## src/rtl/vanilla_sb_stall_profiler.sv

```systemverilog
// Scoreboard stall profiler: attributes dependency stalls to a cause and dumps counters.
// Define VANILLA_SB_PROFILER_FLOAT_EN to add the five float-scoreboard categories.
module vanilla_sb_stall_profiler #(
  parameter int data_width_p     = 32,
  parameter int reg_addr_width_p = 5
) (
  input  logic                                   clk_i,
  input  logic                                   reset_i,
  input  logic [2**reg_addr_width_p-1:0][6:0]    int_sb_i,
  input  logic [2**reg_addr_width_p-1:0][4:0]    float_sb_i,
  input  logic                                   stall_depend_i,
  input  logic                                   stall_all_i,
  input  logic [reg_addr_width_p-1:0]            rs1_i,
  input  logic [reg_addr_width_p-1:0]            rs2_i,
  input  logic [reg_addr_width_p-1:0]            rs3_i,
  input  logic                                   rs1_fp_i,
  input  logic                                   rs2_fp_i,
  input  logic                                   rs3_fp_i,
  input  logic [2:0]                             rs_v_i,
  input  logic                                   dump_req_i,
  output logic                                   dump_v_o,
  input  logic                                   dump_ready_i,
  output logic [3:0]                             dump_idx_o,
  output logic [data_width_p-1:0]                dump_data_o,
  output logic                                   dump_last_o,
  output logic [data_width_p-1:0]                streak_max_o
);

`ifdef VANILLA_SB_PROFILER_FLOAT_EN
  localparam int num_cnt_lp = 13;
`else
  localparam int num_cnt_lp = 8;
`endif
  localparam int cw_lp = $clog2(num_cnt_lp);
  localparam logic [cw_lp-1:0] other_lp = cw_lp'(num_cnt_lp - 1);
  localparam logic [data_width_p-1:0] one_lp = data_width_p'(1);

  typedef enum logic {
    IDLE,
    DUMP
  } state_t;

  state_t state_q, state_n;
  logic [cw_lp-1:0] idx_q, idx_n;
  logic [cw_lp-1:0] sel;
  logic [data_width_p-1:0] cnt_q [num_cnt_lp];
  logic [data_width_p-1:0] run_q, run_inc, streak_q;
  logic [reg_addr_width_p-1:0] rs [3];
  logic [2:0] fp;
  logic [6:0] isb;
  logic counted;

  assign rs[0] = rs1_i;
  assign rs[1] = rs2_i;
  assign rs[2] = rs3_i;
  assign fp = {rs3_fp_i, rs2_fp_i, rs1_fp_i};
  assign counted = stall_depend_i & ~stall_all_i;

`ifdef VANILLA_SB_PROFILER_FLOAT_EN
  logic [4:0] fsb;

  always_comb begin
    isb = '0;
    fsb = '0;
    for (int s = 0; s < 3; s++) begin
      if (rs_v_i[s]) begin
        if (fp[s]) fsb = fsb | float_sb_i[rs[s]];
        else isb = isb | int_sb_i[rs[s]];
      end
    end
  end

  // Scan lowest priority first so the highest-priority hit wins.
  always_comb begin
    sel = other_lp;
    for (int k = 4; k >= 0; k--) begin
      if (fsb[k]) sel = cw_lp'(7 + k);
    end
    for (int k = 6; k >= 0; k--) begin
      if (isb[k]) sel = cw_lp'(k);
    end
  end
`else
  logic unused_float;
  assign unused_float = ^float_sb_i;

  // Float-selected sources never contribute in this build.
  always_comb begin
    isb = '0;
    for (int s = 0; s < 3; s++) begin
      if (rs_v_i[s] && !fp[s]) isb = isb | int_sb_i[rs[s]];
    end
  end

  always_comb begin
    sel = other_lp;
    for (int k = 6; k >= 0; k--) begin
      if (isb[k]) sel = cw_lp'(k);
    end
  end
`endif

  always_ff @(posedge clk_i or posedge reset_i) begin
    if (reset_i) begin
      for (int k = 0; k < num_cnt_lp; k++) cnt_q[k] <= '0;
    end else if (counted) begin
      if (cnt_q[sel] != '1) cnt_q[sel] <= cnt_q[sel] + one_lp;
    end
  end

  assign run_inc = (run_q == '1) ? run_q : run_q + one_lp;

  always_ff @(posedge clk_i or posedge reset_i) begin
    if (reset_i) begin
      run_q    <= '0;
      streak_q <= '0;
    end else if (counted) begin
      run_q <= run_inc;
      if (run_inc > streak_q) streak_q <= run_inc;
    end else begin
      run_q <= '0;
    end
  end

  assign streak_max_o = streak_q;

  always_ff @(posedge clk_i or posedge reset_i) begin
    if (reset_i) begin
      state_q <= IDLE;
      idx_q   <= '0;
    end else begin
      state_q <= state_n;
      idx_q   <= idx_n;
    end
  end

  always_comb begin
    state_n     = state_q;
    idx_n       = idx_q;
    dump_v_o    = 1'b0;
    dump_last_o = 1'b0;
    dump_data_o = '0;
    unique case (state_q)
      IDLE: begin
        if (dump_req_i) begin
          state_n = DUMP;
          idx_n   = '0;
        end
      end
      DUMP: begin
        dump_v_o    = 1'b1;
        dump_last_o = (idx_q == other_lp);
        dump_data_o = cnt_q[idx_q];
        if (dump_ready_i) begin
          if (idx_q == other_lp) begin
            state_n = IDLE;
            idx_n   = '0;
          end else begin
            idx_n = idx_q + cw_lp'(1);
          end
        end
      end
    endcase
  end

  assign dump_idx_o = 4'(idx_q);

endmodule

```

## config.mk

```make
export PLATFORM = sky130hd
export DESIGN_NAME = vanilla_sb_stall_profiler
export DESIGN_NICKNAME = d
export VERILOG_FILES = /design/src/rtl/vanilla_sb_stall_profiler.sv
export SDC_FILE = /design/constraint.sdc
export NUM_CORES = 1
export LEC_CHECK = 0
export BUFFER_PORTS_ARGS = -buffer_cell sky130_fd_sc_hd__buf_2
export CORE_MARGIN = 1
export CORE_UTILIZATION = 55
export CTS_BUF_LIST = sky130_fd_sc_hd__clkbuf_4 sky130_fd_sc_hd__clkbuf_8 sky130_fd_sc_hd__clkbuf_16
export DETAILED_ROUTE_END_ITERATION = 7
export HOLD_SLACK_MARGIN = 0.1
export PLACE_DENSITY = 0.8
export SYNTH_ARGS = -nofsm -noshare
export SYNTH_HDL_FRONTEND = slang
export SYNTH_SLANG_ARGS = --single-unit
```

## constraint.sdc

```tcl
create_clock -name clk_i -period 11.45 [get_ports clk_i]
set_clock_uncertainty 0.05 [all_clocks]
set_input_delay 1.145 -clock clk_i [delete_from_list [all_inputs] [get_ports clk_i]]
set_output_delay 1.145 -clock clk_i [all_outputs]
set_load 0.01 [all_outputs]
```

==> results.sh <==
export IMPL_synthToLayoutAreaGrowth_pct=13.8
export IMPL_wl_per_cell_um=29.3
export IMPL_rows=76
export IMPL_powerDensity_nw_per_um2=197
export IMPL_initial_core_util=0.557
export IMPL_cp_required_ps=11800
export IMPL_via_per_inst=6.82
export IMPL_antenna_found_initial=74
export IMPL_grt_max_degree=183
export IMPL_grt_ovfl_total=0
export IMPL_cp_end_kind="flip-flop"
export IMPL_cts_buffers=35
export IMPL_postRouteWirelength_um=83900
export IMPL_syn_avg_cell_area_um2=12.3
export IMPL_ctsResizeCount=0
export IMPL_core_um2=43000
export IMPL_drtAntennaViolNets=0
export IMPL_dieArea_um2=44400
export IMPL_gp_congestion=1.01
export IMPL_critPathLaunch="rs1_i[1]"
export IMPL_crit_top_cell="buf_4"
export IMPL_path_class="in -> reg"
export IMPL_track_usage=0.378
export IMPL_r2r_start="run_q[14]$_DFF_PP0_"
export IMPL_drive_gt1_frac=0.341
export IMPL_yosysWarnings=0
export IMPL_crit_chain="buf_4 -> buf_4 -> mux4_2 -> mux2_2 -> o22ai_1 -> or4_1 -> and3_1 -> nand4_1 -> buf_4 -> o221ai_1 -> a221o_1 -> inv_1 -> ha_1 -> nand4_1 -> nor4_4 -> buf_4 -> nor3_4 -> buf_4 -> mux2_1"
export IMPL_total_power_mw=5.36
export IMPL_hold_viol=0
export IMPL_fin_crit_sh=0.782
export IMPL_cts_hold_buf=0
export IMPL_worstHoldStart="cnt_q[0]$_DFFE_PP0P_"
export IMPL_place_hpwl_um=60400
export IMPL_fp_dieH_um=211
export IMPL_die_w_um=211
export IMPL_drt_iter0_markers=2173
export IMPL_io_pins=481
export IMPL_path_clk_slew_ps=60
export IMPL_hp_class="reg -> reg"
export IMPL_critical_path_top_delay_family="simple AND/OR/NAND/NOR gates"
export IMPL_timing_slew_headroom=0.254
export IMPL_synth_edff_count=0
export IMPL_ys_flop_type="dfrtp_1"
export IMPL_grt_pass1_wl_um=124000
export IMPL_setup_viol=0
export IMPL_htree_levels=2
export IMPL_outcome="completed"
export IMPL_async_flop_share=1.00
export IMPL_max_stage_delay_ps=830
export IMPL_cap_viol_max_count=0
export IMPL_insertion_delay_ps=540
export IMPL_drv_slew=0
export IMPL_grt_pass1_vias=19485
export IMPL_root_buffer="clkbuf_16"
export IMPL_slowest_stage="nand4_1"
export IMPL_via_count=19488
export IMPL_postCtsSetupBuffers=0
export IMPL_syn_area_um2=23900
export IMPL_clock_sinks=324
export IMPL_period_needed_ps=8950
export IMPL_cts_tree="yes"
export IMPL_irDropWorstVdd_mv=0.128
export IMPL_cts_path_max_buffers=3
export IMPL_start_kind="input port"
export IMPL_dr_pass1_iters=8
export IMPL_syn_nets=2393
export IMPL_nets=2647
export IMPL_synthCells=1946
export IMPL_portBuffers=319
export IMPL_tightest_slew_ps=1120
export IMPL_ys_types=74
export IMPL_arrival_ps=9300
export IMPL_path_buf_inv=6
export IMPL_rsz0062_at_grt="no"
export IMPL_drc=0
export IMPL_p_leak_nw=12.0
export IMPL_synth_seq_cells=324
export IMPL_synth_seq_area_share=0.339
export IMPL_fmax_mhz=112
export IMPL_worstPathMaxFanout=40
export IMPL_tns_ps=0
==> flip-flops by register name (all words and copies together) (netlist names) <==
register      flops
run_q            32
streak_max_o     32
cnt_q           256
state_q           1
idx_q             3
==> worst paths after layout <==
check / to / depth (start not counted) / slack (ps)
min in group asynchronous: streak_max_o[6]$_DFFE_PP0P_ / 2 / 810
min: cnt_q[0]$_DFFE_PP0P_ / 1 / 450
min reg2reg: cnt_q[0]$_DFFE_PP0P_ / 1 / 450
max in group asynchronous: cnt_q[12]$_DFFE_PP0P_ / 3 / 8970
max: cnt_q[234]$_DFFE_PP0P_ / 19 / 2500
max reg2reg: streak_max_o[3]$_DFFE_PP0P_ / 24 / 5070
==> cell type report <==
| cell class | count | area [um^2] |
|---|---|---|
| fill | 3318 | 15700 |
| timing repair buffer | 365 | 1970 |
| sequential | 324 | 8110 |
| multi-input combinational | 1421 | 14900 |
| antenna | 48 | 120 |
| inverter | 53 | 206 |
| tap | 585 | 732 |
| clock inverter | 12 | 106 |
| clock buffer | 51 | 1070 |
==> per-stage QoR <==
step / utilization / setup slack, ps / instances / cell area, um^2 / hold WS (ps)
2_1_floorplan: - / 1290 / 1946 / 23900 / 416
3_3_place_gp: 0.604 / 2110 / 2748 / 26000 / 425
3_5_place_dp: 0.604 / 2050 / 2748 / 26000 / 443
4_1_cts: 0.631 / 2580 / 2811 / 27100 / 456
5_1_grt: 0.633 / 2200 / 2844 / 27200 / 478
6_report: 0.634 / 2500 / 2859 / 27300 / 454
==> kinds of logic after synthesis <==
kind of cell	synth area share
compound gates	0.0821
xor+xnor	0.0220
fa+ha+maj	0.0188
buf+inv	0.0408
flops	0.339
mux	0.408
other cells	0.000157
simple gates	0.0894
==> power breakdown <==
group | leakage, nW | internal, mW | switching [mW]
Sequential | 4.24 | 1.55 | 0.352
Combinational | 7.21 | 1.13 | 1.17
Clock | 0.593 | 0.676 | 0.484
==> worst reg2reg max path, delay by kind of cell, from the launching register on <==
family | cells | cell delay [ps]
AND/OR/NAND/NOR | 10 | 2130
AO/OA/AOI/OAI | 10 | 2120
multiplexers | 2 | 830
buffers and inverters | 1 | 430
flip-flops | 1 | 410
adder cells (fa/ha/maj) | 1 | 300
==> per-layer routing <==
metal | track usage | wire length (um) | vias up
li1 | - | - | 8116
met1 | 0.510 | 31900 | 9780
met2 | 0.571 | 37600 | 1311
met3 | 0.0867 | 9510 | 269
met4 | 0.196 | 4850 | 12
met5 | 0 | 79 | -
==> cells in the final DEF (no fill, tap or decap), types with 7 or more instances in the layout <==
cell type and count:
a21oi_1 35, o21ai_0 29, ha_1 36, clkbuf_16 36
nor2_1 59, a221o_1 9, dfrtp_1 321, xnor2_1 40
o22ai_1 30, nand3_1 32, a21boi_0 7, mux2_2 79
diode_2 48, and2_1 12, xor2_1 20, mux2_1 239
a211o_1 11, and3_1 11, o21a_1 13, nand4_1 13
a22oi_1 28, a31oi_1 9, o211ai_1 9, clkinv_2 7
clkbuf_8 9, a211oi_1 20, o221ai_1 12, nor4_1 13
nor3_1 25, buf_2 316, inv_1 51, nand2_1 56
nand2b_1 24, buf_4 47, mux4_2 209, mux2i_1 148
o221a_2 12, nor2b_1 90, o22a_1 12
==> synthesized netlist by cell type (12+ instances only) <==
master	instances	area (um^2)
nand3_1	32	160
o221ai_1	12	105
buf_4	15	113
o21ai_0	29	145
nand2_1	56	210
o22ai_1	30	188
buf_2	49	245
o22a_1	12	105
nor4_1	13	81.3
mux4_2	209	4710
dfrtp_1	324	8110
inv_1	52	195
mux2_1	239	2690
nor2b_1	90	563
and2_1	12	75.1
nor3_1	25	125
xor2_1	20	175
mux2i_1	148	1480
nor2_1	59	221
mux2_2	79	890
buf_6	14	158
nand4_1	13	81.3
ha_1	36	450
a22oi_1	28	210
o21a_1	13	97.6
clkbuf_1	54	203
buf_1	16	60.1
a211oi_1	20	150
nand2b_1	25	156
o221a_2	12	135
a21oi_1	35	175
xnor2_1	40	350
Note: power is estimated with default switching activity, not from simulation.
